--- src/rtl/seg7_scan_driver.sv ---
// rtl/seg7_scan_driver.sv - multiplexed hex seven-segment scan driver with double-buffered display data
module seg7_scan_driver #(
    parameter int DIGITS       = 4,
    parameter int CLK_DIV      = 50000,
    parameter int GUARD        = 2,
    parameter int BLINK_FRAMES = 64
) (
    input  logic                clk,
    input  logic                rst_n,
    input  logic                load,
    input  logic [4*DIGITS-1:0] value,
    input  logic [DIGITS-1:0]   points,
    input  logic [DIGITS-1:0]   blink_en,
    input  logic                blank_lz,
    output logic [7:0]          seg,
    output logic [DIGITS-1:0]   dig_sel,
    output logic                frame_done
);

    localparam int PW = (CLK_DIV > 1) ? $clog2(CLK_DIV) : 1;
    localparam int IW = (DIGITS > 1) ? $clog2(DIGITS) : 1;
    localparam int BW = (BLINK_FRAMES > 1) ? $clog2(BLINK_FRAMES) : 1;

    localparam logic [PW-1:0] PRESC_LAST = PW'(CLK_DIV - 1);
    localparam logic [PW-1:0] GUARD_END  = PW'(GUARD);
    localparam logic [IW-1:0] IDX_LAST   = IW'(DIGITS - 1);
    localparam logic [BW-1:0] BLINK_LAST = BW'(BLINK_FRAMES - 1);

    logic [PW-1:0]       r_presc;
    logic [IW-1:0]       r_idx;
    logic [BW-1:0]       r_blink_cnt;
    logic                r_phase;
    logic [4*DIGITS-1:0] r_shd_val;
    logic [DIGITS-1:0]   r_shd_pts;
    logic [DIGITS-1:0]   r_shd_blk;
    logic                r_pending;
    logic [4*DIGITS-1:0] r_act_val;
    logic [DIGITS-1:0]   r_act_pts;
    logic [DIGITS-1:0]   r_act_blk;
    logic [7:0]          r_seg;
    logic [DIGITS-1:0]   r_dig_sel;
    logic                r_frame_done;

    logic                w_tick;
    logic                w_boundary;
    logic                w_run_zero;
    logic [DIGITS-1:0]   w_lz_mask;
    logic [3:0]          w_cur_nib;
    logic                w_cur_pt;
    logic                w_cur_blk;
    logic                w_cur_lz;
    logic [7:0]          w_seg_nxt;
    logic [DIGITS-1:0]   w_dig_nxt;

    // Active-high a..g segment pattern for one hex nibble
    function automatic logic [6:0] glyph(input logic [3:0] nib);
        logic [6:0] g;
        case (nib)
            4'h0:    g = 7'h3F;
            4'h1:    g = 7'h06;
            4'h2:    g = 7'h5B;
            4'h3:    g = 7'h4F;
            4'h4:    g = 7'h66;
            4'h5:    g = 7'h6D;
            4'h6:    g = 7'h7D;
            4'h7:    g = 7'h07;
            4'h8:    g = 7'h7F;
            4'h9:    g = 7'h67;
            4'hA:    g = 7'h77;
            4'hB:    g = 7'h7C;
            4'hC:    g = 7'h39;
            4'hD:    g = 7'h5E;
            4'hE:    g = 7'h79;
            default: g = 7'h71;
        endcase
        return g;
    endfunction

    assign w_tick     = (r_presc == PRESC_LAST);
    assign w_boundary = w_tick && (r_idx == IDX_LAST);

    // Slot prescaler, digit index and the frame boundary pulse
    always_ff @(posedge clk) begin
        if (!rst_n) begin
            r_presc      <= '0;
            r_idx        <= '0;
            r_frame_done <= 1'b0;
        end else begin
            r_frame_done <= w_boundary;
            if (w_tick) begin
                r_presc <= '0;
                r_idx   <= (r_idx == IDX_LAST) ? '0 : r_idx + 1'b1;
            end else begin
                r_presc <= r_presc + 1'b1;
            end
        end
    end

    // Shadow capture on load; shadow moves to active only at a frame boundary so a frame never tears
    always_ff @(posedge clk) begin
        if (!rst_n) begin
            r_shd_val <= '0;
            r_shd_pts <= '0;
            r_shd_blk <= '0;
            r_pending <= 1'b0;
            r_act_val <= '0;
            r_act_pts <= '0;
            r_act_blk <= '0;
        end else begin
            if (load) begin
                r_shd_val <= value;
                r_shd_pts <= points;
                r_shd_blk <= blink_en;
            end
            if (w_boundary) begin
                if (load) begin
                    r_act_val <= value;
                    r_act_pts <= points;
                    r_act_blk <= blink_en;
                end else if (r_pending) begin
                    r_act_val <= r_shd_val;
                    r_act_pts <= r_shd_pts;
                    r_act_blk <= r_shd_blk;
                end
                r_pending <= 1'b0;
            end else if (load) begin
                r_pending <= 1'b1;
            end
        end
    end

    // Blink phase flips every BLINK_FRAMES frames
    always_ff @(posedge clk) begin
        if (!rst_n) begin
            r_blink_cnt <= '0;
            r_phase     <= 1'b0;
        end else if (w_boundary) begin
            if (r_blink_cnt == BLINK_LAST) begin
                r_blink_cnt <= '0;
                r_phase     <= ~r_phase;
            end else begin
                r_blink_cnt <= r_blink_cnt + 1'b1;
            end
        end
    end

    // Leading-zero mask: digit i blanks when it and every digit above it are zero
    always_comb begin
        w_run_zero = 1'b1;
        w_lz_mask  = '0;
        for (int i = DIGITS - 1; i >= 0; i--) begin
            w_run_zero = w_run_zero & (r_act_val[4*i +: 4] == 4'h0);
            if (i != 0) begin
                w_lz_mask[i] = blank_lz & w_run_zero;
            end
        end
    end

    // Select the active data belonging to the digit being scanned
    always_comb begin
        w_cur_nib = 4'h0;
        w_cur_pt  = 1'b0;
        w_cur_blk = 1'b0;
        w_cur_lz  = 1'b0;
        for (int i = 0; i < DIGITS; i++) begin
            if (r_idx == IW'(i)) begin
                w_cur_nib = r_act_val[4*i +: 4];
                w_cur_pt  = r_act_pts[i];
                w_cur_blk = r_act_blk[i];
                w_cur_lz  = w_lz_mask[i];
            end
        end
    end

    // Pin values for the current slot; all dark during the guard window
    always_comb begin
        w_seg_nxt = 8'hFF;
        w_dig_nxt = '1;
        if (r_presc >= GUARD_END) begin
            w_dig_nxt = ~(DIGITS'(1) << r_idx);
            if (!(r_phase && w_cur_blk)) begin
                w_seg_nxt = ~{w_cur_pt, (w_cur_lz ? 7'h00 : glyph(w_cur_nib))};
            end
        end
    end

    // Register the pins so they change cleanly one cycle after the scan state
    always_ff @(posedge clk) begin
        if (!rst_n) begin
            r_seg     <= 8'hFF;
            r_dig_sel <= '1;
        end else begin
            r_seg     <= w_seg_nxt;
            r_dig_sel <= w_dig_nxt;
        end
    end

    assign seg        = r_seg;
    assign dig_sel    = r_dig_sel;
    assign frame_done = r_frame_done;

endmodule

--- config.mk ---
export PLATFORM = sky130hd
export DESIGN_NAME = seg7_scan_driver
export DESIGN_NICKNAME = d
export VERILOG_FILES = /design/src/rtl/seg7_scan_driver.sv
export SDC_FILE = /design/constraint.sdc
export NUM_CORES = 1
export LEC_CHECK = 0
export CORE_ASPECT_RATIO = 0.9
export CORE_MARGIN = 2
export CORE_UTILIZATION = 56
export CTS_CLUSTER_SIZE = 24
export DETAILED_ROUTE_END_ITERATION = 8
export GPL_ROUTABILITY_DRIVEN = 0
export PLACE_DENSITY_LB_ADDON = 0.12
export REMOVE_ABC_BUFFERS = 1
export SETUP_SLACK_MARGIN = 0.1
export SYNTH_ARGS = -nofsm -noshare
export SYNTH_HDL_FRONTEND = slang
export SYNTH_SLANG_ARGS = --single-unit
--- constraint.sdc ---
create_clock -name clk -period 2.6 [get_ports clk]
set_input_delay 0.52 -clock clk [delete_from_list [all_inputs] [get_ports clk]]
set_output_delay 0.52 -clock clk [all_outputs]
set_load 0.01 [all_outputs]
# Yosys cells after proc, flatten, opt, wreduce, memory -nomap -nowiden
# Memories as Yosys holds them, arrays and structs flattened.
# Cells that the tools add are included.
# Widths: inputs -> output; s select.
# word_totals
reg_bits,87
latchBits,0
ram_bits,0
mem_bits_ro,112
in_bits,28
output_inout_bits,13
word_cells,74
mem_count,1
# op_classes
n_addsub,3
n_mul,0
div,0
magnitude_cmp,1
eq_ne,5
shifts,1
muxes,26
bitwise,10
n_reduce_logical,13
# memory_table
memory,words,width,read_ports,rd_clocked_by_memory_dff,wr,line,source
(no name shown),16,7,1,0,0,58,case (nib)
# ops
operator,n
$mux 16,2
$mux 4,8
$mux 7,3
$add 16x1->16 const B,1
$eq 16x16->1 const B,1
$ge 16x2->1 const B,1
$logic_not 4->1,3
$mux 1,11
$not 8->8,1
$add 6x1->6 const B,1
$eq 6x6->1 const B,1
$mux 6,1
$reduce_and 2->1,3
$and 1x1->1,5
$eq 2x2->1 const B,2
$not 4->4,1
$reduce_or 2->1,2
$shl 1x2->4 const A,1
$not 1->1,3
$reduce_or 3->1,1
$add 2x1->2 const B,1
$eq 2x1->1 const B,1
$logic_and 1x1->1,2
$logic_not 2->1,1
other kinds (2),2

# Logic depth before layout (Yosys ltp)
# logic_depth
depth_word,10
depth_mapped,9
ltp_nobuf,9

# Worst setup path before layout
# Ideal clock, no wire load.
# synth_timing
path_type,register -> register
from,register r_idx[0]
to,"register r_seg[3], in the netlist seg[3]"
t_arrival_ps,2102
required_time_ps,2521
path_slack_ps,419
stages_incl_launch_ff,9
path_cell_list,dfxtp_1 ha_1 clkbuf_1 nor3b_1 a221oi_1 inv_1 ha_1 o21a_1 o211ai_1
# synth_between
elab_chain_len,10
word_cells_on_any_way,22
# synth_lines
item,line,source
"start, declared",30,logic [IW-1:0] r_idx;
"start signal, assigned",92,r_idx <= (r_idx == IDX_LAST) ? '0 : r_idx + 1'b1;
$logic_not 2->1,166,if (r_idx == IW'(i)) begin
$mux 4 (4 in series),166,
$mem_v2 16x7,--,
$mux 7,181,if (!(r_phase && w_cur_blk)) begin
$mux 7,179,if (r_presc >= GUARD_END) begin
$mux 7,182,"w_seg_nxt = ~{w_cur_pt, (w_cur_lz ? 7'h00 : glyph(w_cur_nib))};"
$not 8->8,182,
"end signal, assigned",193,r_seg <= w_seg_nxt;
"end, declared",40,logic [7:0] r_seg;
# Parallel ways exist; a longest one is shown, timed or not. The select of a mux whose other input is x is not followed.
# A chain may end at the register's enable or synchronous reset.

# Final worst setup path
# Same ends and word-level chain as after synthesis.

==> results.txt <==
Kind of start point of the critical path = flip-flop
Initial drt markers = 135
Die extent in y = 81.4 um
I/O pin cnt = 41
Final cell count without fillers = 556
Most instantiated cells after synthesis = dfxtp_1, nor2_1, nand2_1
F_max = 447 MHz
Syn avg cell area = 8.86 um^2
CTS Buf Count = 9
Port bufs = 40
Number of max-cap violations = 0
CTS tree = built
Synth area leaders = dfxtp_1, mux2i_1, nor2_1, nand2_1, nand3_1
Final ANT Viol Nets = 0
Total track usage = 21.1%
Relative slew margins = 65.6%
Post-synth top area cell = dfxtp_1
LEAKAGE = 1.75 nW
YS warnings = 0
EDFF count, synth = 0
Fin. Hold Viols = 0
Core area = 6520 um^2
DRT Pass-1 Iters = 4
Worst hold path type = flip-flop to flip-flop
Cell Pwr Density = 563 nW/um^2
Routed WL = 7210 um
Vias = 2943
Layout cells sized above 1 = 6.87%
Core Rows = 28
CTS H-tree depth = 3
Outcome = completed
Setup Skew = 8.77 ps
Data arrival, critical path = 2520 ps
Dpl cells = 540
CTS Sinks = 87
Tcrit/Tclk final = 86.1%
Final setup violating endpoints = 0
R2r setup slk = 360 ps
P&R area growth vs syn = 19.0%
Antenna Cells = 0
Wire per inst = 13.0 um
Least-Margin Pin Slew = 515 ps
Worst path required time = 2880 ps
Clk_lat worst skew = 360 ps
WHS Path Cells = 2
Mapped Area = 3730 um^2
CTS Root Cell = clkbuf_8
Clock transition at path regs = 90 ps
Initial antenna violation count = 0
Yosys top cell area share = 46.7%
CTS Buffer Depth = 2
Synth async-reset ratio = 0%
Post-synthesis sequential area ratio = 46.7%
R2R cell count = 8
Ys flop type = dfxtp_1
Initial Util = 57.3%
Seq cells post-synth = 87
DPL Wire Length = 5080 um
Hold-fix buffers, CTS = 0
Die area = 7330 um^2
CP max FO = 14
CP Class = flip-flop to flip-flop
# nets final = 498
Vias/cell = 5.29
Die Width = 90.0 um
Count leader, synth = dfxtp_1
Vias in the first global route = 2657
Pwr Total = 2.50 mW
Worst IR Drop VDD = 0.000409 V
Netlist cell types = 44
Final min period = 2240 ps
DRC = 0
Crit. End Element = flip-flop
Final Max Tran Viols = 0
First-pass GRT wire length = 12200 um
RSZ-0062 raised after global routing = false
Largest net degree at the start of global routing = 39
Mapped Cells = 421
Grt total ovfl = 0
[path summary, 6_finish.rpt]
path / startpoint / end
min reg2reg: r_act_val[1]$_SDFFE_PN0P_ / r_act_val[1]$_SDFFE_PN0P_
max reg2reg: r_idx[0]$_SDFFE_PN0N_ / seg[3]$_SDFF_PP1_
min: r_act_val[1]$_SDFFE_PN0P_ / r_act_val[1]$_SDFFE_PN0P_
max: r_idx[0]$_SDFFE_PN0N_ / seg[3]$_SDFF_PP1_
[kinds of logic after synthesis]
kind of cell | share of synthesized area, %
AND/OR/NAND/NOR | 27.2
AO/OA/AOI/OAI | 8.12
multiplexers | 7.11
buffers and inverters | 3.92
adder cells (fa/ha/maj) | 3.02
XOR/XNOR | 3.99
flip-flops | 46.7
[final cells by class]
class	count	area [um^2]
well taps	90	113
clock buffers	10	128
fillers	558	2070
repair buffers	50	475
multi-input cells	299	1860
inverters	14	52.6
flip-flops and latches	87	1740
clock inverters	6	67.6
[metal layers]
metal  global-route usage (%)  share of wire, %  vias to the layer above
met5                        0                 0                        -
met4                     8.77              0.97                        0
met3                     5.69               4.0                        5
met2                     33.2                44                       60
met1                     28.1                51                     1350
li1                         -                 -                     1528
[timing repair]
action,CTS,global route
resized for setup,0,3
setup buffers,0,0
setup endpoints to repair,0,7
[where the power goes]
part / switching [mW] / internal [mW]
Clock: 0.487 / 0.449
Combinational: 0.0808 / 0.0975
Sequential: 0.0133 / 1.37
[critical path: stages (launching register included)]
cell and delay (ps):
dfxtp_1 410, inv_1 90, ha_1 350, nor3b_1 200, a221oi_1 340, inv_1 130, ha_1 330, o21a_1 190
o211ai_1 140
[placed cells by master (no fill, tap or decap), types with 2 or more instances in the layout]
| cell | netlist | routed |
|---|---|---|
| dfxtp_1 | 87 | 87 |
| nor2_1 | 54 | 54 |
| nand2_1 | 48 | 48 |
| clkdlybuf4s50_1 | 0 | 40 |
| nand3_1 | 34 | 34 |
| mux2i_1 | 25 | 25 |
| nand2b_1 | 24 | 24 |
| inv_1 | 13 | 13 |
| a21oi_1 | 11 | 11 |
| xnor2_1 | 10 | 10 |
| buf_4 | 0 | 10 |
| clkbuf_8 | 0 | 9 |
| ha_1 | 9 | 8 |
| nand3b_1 | 7 | 7 |
| nand4_1 | 7 | 7 |
| xor2_1 | 7 | 7 |
| nor3b_1 | 6 | 6 |
| nor3_1 | 6 | 6 |
| a211oi_1 | 5 | 5 |
| and3_1 | 5 | 5 |
| o21ai_0 | 5 | 5 |
| o211ai_1 | 5 | 5 |
| nor4_1 | 3 | 3 |
| a221oi_1 | 4 | 2 |
| a221oi_2 | 0 | 2 |
| and2_1 | 2 | 2 |
| and4_1 | 2 | 2 |
| a221o_1 | 2 | 2 |
| o2111ai_1 | 3 | 2 |
| or3_1 | 2 | 2 |
| inv_6 | 0 | 2 |
| clkinvlp_4 | 0 | 2 |
[through the flow]
step	setup slack (ps)	area, um^2	utilization, %	setup TNS (ps)	hold WS (ps)
floorplan	-293	3640	-	-3430	425
global placement	405	4230	64.9	0	437
detailed placement	303	4230	64.9	0	444
CTS	297	4430	67.9	0	457
global route	150	4440	68.2	0	490
finish	362	4440	68.2	0	453
[sequential cells by signal (all words and copies together) (netlist names)]
name	count
r_presc	16
r_act_blk	4
r_shd_val	16
seg	8
r_phase	1
frame_done	1
dig_sel	4
r_pending	1
r_shd_blk	4
r_blink_cnt	6
r_shd_pts	4
r_idx	2
r_act_pts	4
r_act_val	16
(Power assumes the default switching activity.)
